[src/rtl/sign_render_pkg.sv]
// Shared constants for the synthetic hand-frame renderer: frame geometry,
// skin region bounds, finger bit positions and FSM encoding.
package sign_render_pkg;

   localparam int FRAME_W = 64;
   localparam int FRAME_H = 64;
   localparam logic [5:0] LAST_COL = 6'(FRAME_W - 1);
   localparam logic [5:0] LAST_ROW = 6'(FRAME_H - 1);

   localparam int PALM_ROW_LO = 40;
   localparam int PALM_ROW_HI = 63;
   localparam int PALM_COL_LO = 16;
   localparam int PALM_COL_HI = 47;

   // Finger bars share row bounds; a folded finger keeps only the stub rows.
   localparam int FINGER_ROW_LO = 16;
   localparam int FINGER_ROW_HI = 39;
   localparam int STUB_ROW_LO   = 34;
   localparam int FINGER_WIDTH  = 6;
   localparam int INDEX_COL_LO  = 17;
   localparam int MIDDLE_COL_LO = 25;
   localparam int RING_COL_LO   = 33;
   localparam int PINKY_COL_LO  = 41;

   localparam int THUMB_ROW_LO = 44;
   localparam int THUMB_ROW_HI = 49;
   localparam int THUMB_COL_LO = 4;
   localparam int THUMB_COL_HI = 15;

   localparam int BIT_THUMB  = 0;
   localparam int BIT_INDEX  = 1;
   localparam int BIT_MIDDLE = 2;
   localparam int BIT_RING   = 3;
   localparam int BIT_PINKY  = 4;

   localparam int MAX_CODE = 31;

   typedef enum logic {
      ST_IDLE   = 1'b0,
      ST_RENDER = 1'b1
   } state_t;

   function automatic logic in_range(input logic [5:0] v, input int lo, input int hi);
      return (int'(v) >= lo) && (int'(v) <= hi);
   endfunction

endpackage

[src/rtl/sign_pixel_shader.sv]
// Combinational skin/background classifier for one (row, col) position of
// the hand frame, given the finger bits and the invalid-code flag.
module sign_pixel_shader
   import sign_render_pkg::*;
(
   input  logic [5:0] row,
   input  logic [5:0] col,
   input  logic [4:0] fingers,
   input  logic       error,
   output logic       is_skin
);

   logic       palm;
   logic       thumb;
   logic [3:0] bar;

   function automatic logic finger_bar(input logic [5:0] r, input logic [5:0] c,
                                       input int col_lo, input logic extended);
      int row_lo;
      row_lo = extended ? FINGER_ROW_LO : STUB_ROW_LO;
      return in_range(c, col_lo, col_lo + FINGER_WIDTH - 1) &&
             in_range(r, row_lo, FINGER_ROW_HI);
   endfunction

   always_comb begin
      palm   = in_range(row, PALM_ROW_LO, PALM_ROW_HI) &&
               in_range(col, PALM_COL_LO, PALM_COL_HI);
      thumb  = fingers[BIT_THUMB] &&
               in_range(row, THUMB_ROW_LO, THUMB_ROW_HI) &&
               in_range(col, THUMB_COL_LO, THUMB_COL_HI);
      bar[0] = finger_bar(row, col, INDEX_COL_LO,  fingers[BIT_INDEX]);
      bar[1] = finger_bar(row, col, MIDDLE_COL_LO, fingers[BIT_MIDDLE]);
      bar[2] = finger_bar(row, col, RING_COL_LO,   fingers[BIT_RING]);
      bar[3] = finger_bar(row, col, PINKY_COL_LO,  fingers[BIT_PINKY]);
      // An invalid code blanks the whole frame regardless of finger bits.
      is_skin = !error && (palm || thumb || (|bar));
   end

endmodule

[src/rtl/sign_frame_renderer.sv]
// Renders a 64x64 RGB hand frame for a sign code as a valid/ready pixel
// stream; pixel registers are loaded one pixel ahead from the shader.
module sign_frame_renderer
   import sign_render_pkg::*;
#(
   parameter logic [23:0] SKIN_RGB = 24'hE0AC8C,
   parameter logic [23:0] BG_RGB   = 24'h000000
) (
   input  logic       clk,
   input  logic       rst,
   input  logic [7:0] sign_value,
   input  logic       sign_valid,
   output logic       sign_ready,
   output logic [7:0] red_ch,
   output logic [7:0] green_ch,
   output logic [7:0] blue_ch,
   output logic       pix_valid,
   input  logic       pix_ready,
   output logic       frame_start,
   output logic       line_end,
   output logic       frame_done,
   output logic       code_error,
   output logic       fsm_state
);

   // Handshakes: a word moves on any rising edge where valid && ready; the
   // producer holds valid and its payload stable until that edge.
   state_t     state;
   logic       armed;
   logic [5:0] row;
   logic [5:0] col;
   logic [4:0] code_q;

   logic       accept;
   logic       xfer;
   logic       last_xfer;
   logic [5:0] nxt_row;
   logic [5:0] nxt_col;
   logic [4:0] shade_fingers;
   logic       shade_err;
   logic       is_skin;
   logic [23:0] shade_rgb;

   // armed keeps sign_ready low during reset and for the release cycle.
   assign sign_ready = armed && (state == ST_IDLE);
   assign fsm_state  = (state == ST_RENDER);
   assign accept     = sign_valid && sign_ready;
   assign xfer       = pix_valid && pix_ready;
   assign last_xfer  = xfer && (row == LAST_ROW) && (col == LAST_COL);

   always_comb begin
      nxt_row       = row;
      nxt_col       = col + 6'd1;
      shade_fingers = code_q;
      shade_err     = code_error;
      if (accept) begin
         nxt_row       = 6'd0;
         nxt_col       = 6'd0;
         shade_fingers = sign_value[4:0];
         shade_err     = (sign_value > 8'(MAX_CODE));
      end else if (col == LAST_COL) begin
         nxt_row = row + 6'd1;
      end
   end

   sign_pixel_shader u_shader (
      .row     (nxt_row),
      .col     (nxt_col),
      .fingers (shade_fingers),
      .error   (shade_err),
      .is_skin (is_skin)
   );

   assign shade_rgb = is_skin ? SKIN_RGB : BG_RGB;

   always_ff @(posedge clk or posedge rst) begin
      if (rst) begin
         state       <= ST_IDLE;
         armed       <= 1'b0;
         row         <= 6'd0;
         col         <= 6'd0;
         code_q      <= 5'd0;
         code_error  <= 1'b0;
         red_ch      <= 8'd0;
         green_ch    <= 8'd0;
         blue_ch     <= 8'd0;
         pix_valid   <= 1'b0;
         frame_start <= 1'b0;
         line_end    <= 1'b0;
         frame_done  <= 1'b0;
      end else begin
         armed      <= 1'b1;
         frame_done <= 1'b0;
         case (state)
            ST_IDLE: begin
               if (accept) begin
                  code_q      <= sign_value[4:0];
                  code_error  <= shade_err;
                  row         <= 6'd0;
                  col         <= 6'd0;
                  {red_ch, green_ch, blue_ch} <= shade_rgb;
                  pix_valid   <= 1'b1;
                  frame_start <= 1'b1;
                  line_end    <= 1'b0;
                  state       <= ST_RENDER;
               end
            end
            ST_RENDER: begin
               if (last_xfer) begin
                  pix_valid   <= 1'b0;
                  frame_start <= 1'b0;
                  line_end    <= 1'b0;
                  frame_done  <= 1'b1;
                  state       <= ST_IDLE;
               end else if (xfer) begin
                  row         <= nxt_row;
                  col         <= nxt_col;
                  {red_ch, green_ch, blue_ch} <= shade_rgb;
                  frame_start <= 1'b0;
                  line_end    <= (nxt_col == LAST_COL);
               end
            end
            default: state <= ST_IDLE;
         endcase
      end
   end

endmodule

[config.mk]
export PLATFORM = sky130hd
export DESIGN_NAME = sign_frame_renderer
export DESIGN_NICKNAME = d
export VERILOG_FILES = /design/src/rtl/sign_render_pkg.sv /design/src/rtl/sign_pixel_shader.sv /design/src/rtl/sign_frame_renderer.sv
export SDC_FILE = /design/constraint.sdc
export NUM_CORES = 1
export LEC_CHECK = 0
export BUFFER_PORTS_ARGS = -buffer_cell sky130_fd_sc_hd__buf_2
export CORE_MARGIN = 2
export CORE_UTILIZATION = 55
export CTS_CLUSTER_DIAMETER = 100
export DETAILED_ROUTE_END_ITERATION = 8
export PLACE_DENSITY = 0.85
export SETUP_SLACK_MARGIN = 0.4
export SYNTH_ARGS = -nofsm -noshare
export SYNTH_HDL_FRONTEND = slang
export SYNTH_SLANG_ARGS = --single-unit
[constraint.sdc]
create_clock -name clk -period 5.4 [get_ports clk]
set_clock_uncertainty 0.05 [all_clocks]
set_input_delay 0.27 -clock clk [delete_from_list [all_inputs] [get_ports clk]]
set_output_delay 0.27 -clock clk [all_outputs]
set_load 0.02 [all_outputs]
==> out/results.tsv <==
metric	value	unit
remaining global-route overflow	0	
Max Fclk	0.263	GHz
Design Area, Final	2180	um^2
status	completed	
Distinct cells, synth	53	
CP max stage cell	or4_1	
Syn-to-layout area delta	3.08	%
Seq. cell area	626	um^2
Die X	66.0	um
CTS tree	built	
initial antenna violation count	0	
Post-synth EDFFs	0	
post-DR wirelength/cell	14.2	um
CORE AREA	3690	um^2
clock sinks	25	
post-synthesis cell count	253	
die area	4360	um^2
CP max FO	11	
Max Cap Violations	0	
crit-path max cell delay	670	ps
CP Launch Type	flip-flop	
HPWL after DPL	3.24	mm
I/O Pins	43	
area of the multi-input gates	1230	um^2
worst path cell trace	ha_1, nand4_1, or4_1, nor2_1, xnor2_1, nor2_1, ha_1, nor3b_1, nor4_1, o21ai_0, a311o_1, a32oi_1	
register area share after synthesis	29.6	%
Nets	293	
top_reg_cell synth	dfrtp_1	
CTS HTree Levels	1	
reg-to-reg setup timing slack	1600	ps
starting DRC count in detailed routing	132	
DR pass1 iterations	4	
Peak VDD IR	0.129	mV
detailed-route vias per instance	5.62	
Worst EP required	5540	ps
Worst setup EP type	flip-flop	
number of antenna-violating nets in the routed design	0	
setup TNS	0	ps
CP arrival	3940	ps
WL final	4.45	mm
final-layout fill cell count	346	
postcts setup bufs	0	
Row Count	22	
Leakage	1.08	nW
# port buffers	28	
die height	66.0	um
mapped cell area	2120	um^2
antenna fix cells	0	
slew margin rel.	33.2	%
Period Utilization, post-route	70.4	%
largest registers	col x6, row x6, code_q x5	
synthesized area per cell	8.36	um^2
critical path class	flip-flop to flip-flop	
Total GRT Usage	21.8	%
first-pass GRT wire length	7.37	mm
Root Driver	clkbuf_8	
Tot Pwr	0.678	mW
RePlAce Congestion	0.891	
# DRC	0	
Vias	1759	
Worst-path clk slew	90	ps
CTS Buf Count	3	
Hold-fix buffers, CTS	0	
share of layout cells above drive strength 1	16.6	%
Initial Util	57.4	%
fin crit period	3800	ps
DP Area	2140	um^2
pin count of the biggest net entering global routing	26	
Ys Warns	0	
worst hold path type	input port to asynchronous set/reset pin	
post-CTS resize count	0	
RSZ-0062 raised after global routing	false	
final hold vios	0	
clk buf depth	2	
measured slew at the worst slew-check pin	1000	ps
most frequent cells in the layout	nand2_1, buf_2, dfrtp_1, inv_1	
PD cells	311	nW/um^2
Worst-Skew Late Latency	270	ps
Async SR Flop Fraction	100	%
vias in the first global route	1542	
final setup fails	0	
Max Slew Vio Count	0	
FF+latch count, synth	25	
## cell usage after synthesis, drive strengths merged, types with 4 or more instances
cell	count	area share (%)
a21oi	15	3.5
o21ai	22	5.2
buf	32	11
o31ai	4	1.4
nor2	11	2.0
dfrtp	25	30
nand3	11	2.6
nand4	5	1.5
inv	19	3.4
nor3	6	1.4
mux2i	5	3.0
nand2	29	5.5
nand2b	4	1.2
nor4	5	2.9
ha	15	8.9
a31oi	4	1.2
## cells by family after synthesis
| logic type | Yosys count | share of synthesized area, % |
|---|---|---|
| simple gates | 91 | 24.8 |
| compound gates | 55 | 16.0 |
| buf+inv | 54 | 14.7 |
| flops | 25 | 29.6 |
| fa+ha+maj | 15 | 8.87 |
| mux | 7 | 4.02 |
| xor+xnor | 4 | 1.66 |
| other cells | 2 | 0.355 |
## worst max-delay path, delay by kind of cell, from the launching register on
family | cells | cell delay [ps]
simple gates | 6 | 1610
compound gates | 3 | 690
fa+ha+maj | 2 | 670
flops | 1 | 520
xor+xnor | 1 | 160
## power breakdown
group          switching [mW]  internal [mW]
logic                   0.197          0.110
clock network          0.0627         0.0529
registers              0.0453          0.210
total                   0.305          0.373
## final timing paths
kind	from	end	cells past startpoint
min reg2reg	frame_start$_DFFE_PP0P_	frame_start$_DFFE_PP0P_	2
min in group clk	sign_value[0]	code_q[0]$_DFFE_PP0N_	2
max	col[0]$_DFFE_PP0P_	green_ch[5]$_DFFE_PP0P_	12
min	rst	frame_done$_DFF_PP0_	2
max in group asynchronous	rst	frame_start$_DFFE_PP0P_	2
max reg2reg	col[0]$_DFFE_PP0P_	green_ch[5]$_DFFE_PP0P_	12
## cell type report
class,instances,share of cell area (%)
clock buffer,4,2.07
sequential,25,28.7
multi-input combinational,187,56.3
timing repair buffer,29,6.77
inverter,20,3.44
tap,48,2.75
## per-stage QoR
| step | hold slack (ps) | cells | utilization [%] | setup WS, ps |
|---|---|---|---|---|
| global route | 204 | 313 | 59.1 | 1290 |
| CTS | 188 | 313 | 59.1 | 1640 |
| global placement | 409 | 309 | 57.9 | 1970 |
| floorplan | 247 | 266 | - | 2460 |
| finish | 170 | 313 | 59.1 | 1600 |
| detailed placement | 416 | 309 | 57.9 | 1690 |
## layer usage
metal / vias up / GRT usage, % / share of wire, %
li1: 880 / - / -
met1: 819 / 29.8 / 47
met2: 53 / 35.6 / 48
met3: 7 / 3.24 / 3.8
met4: 0 / 6.63 / 1.0
met5: - / 0 / 0
Note: power is estimated with default switching activity, not from simulation.
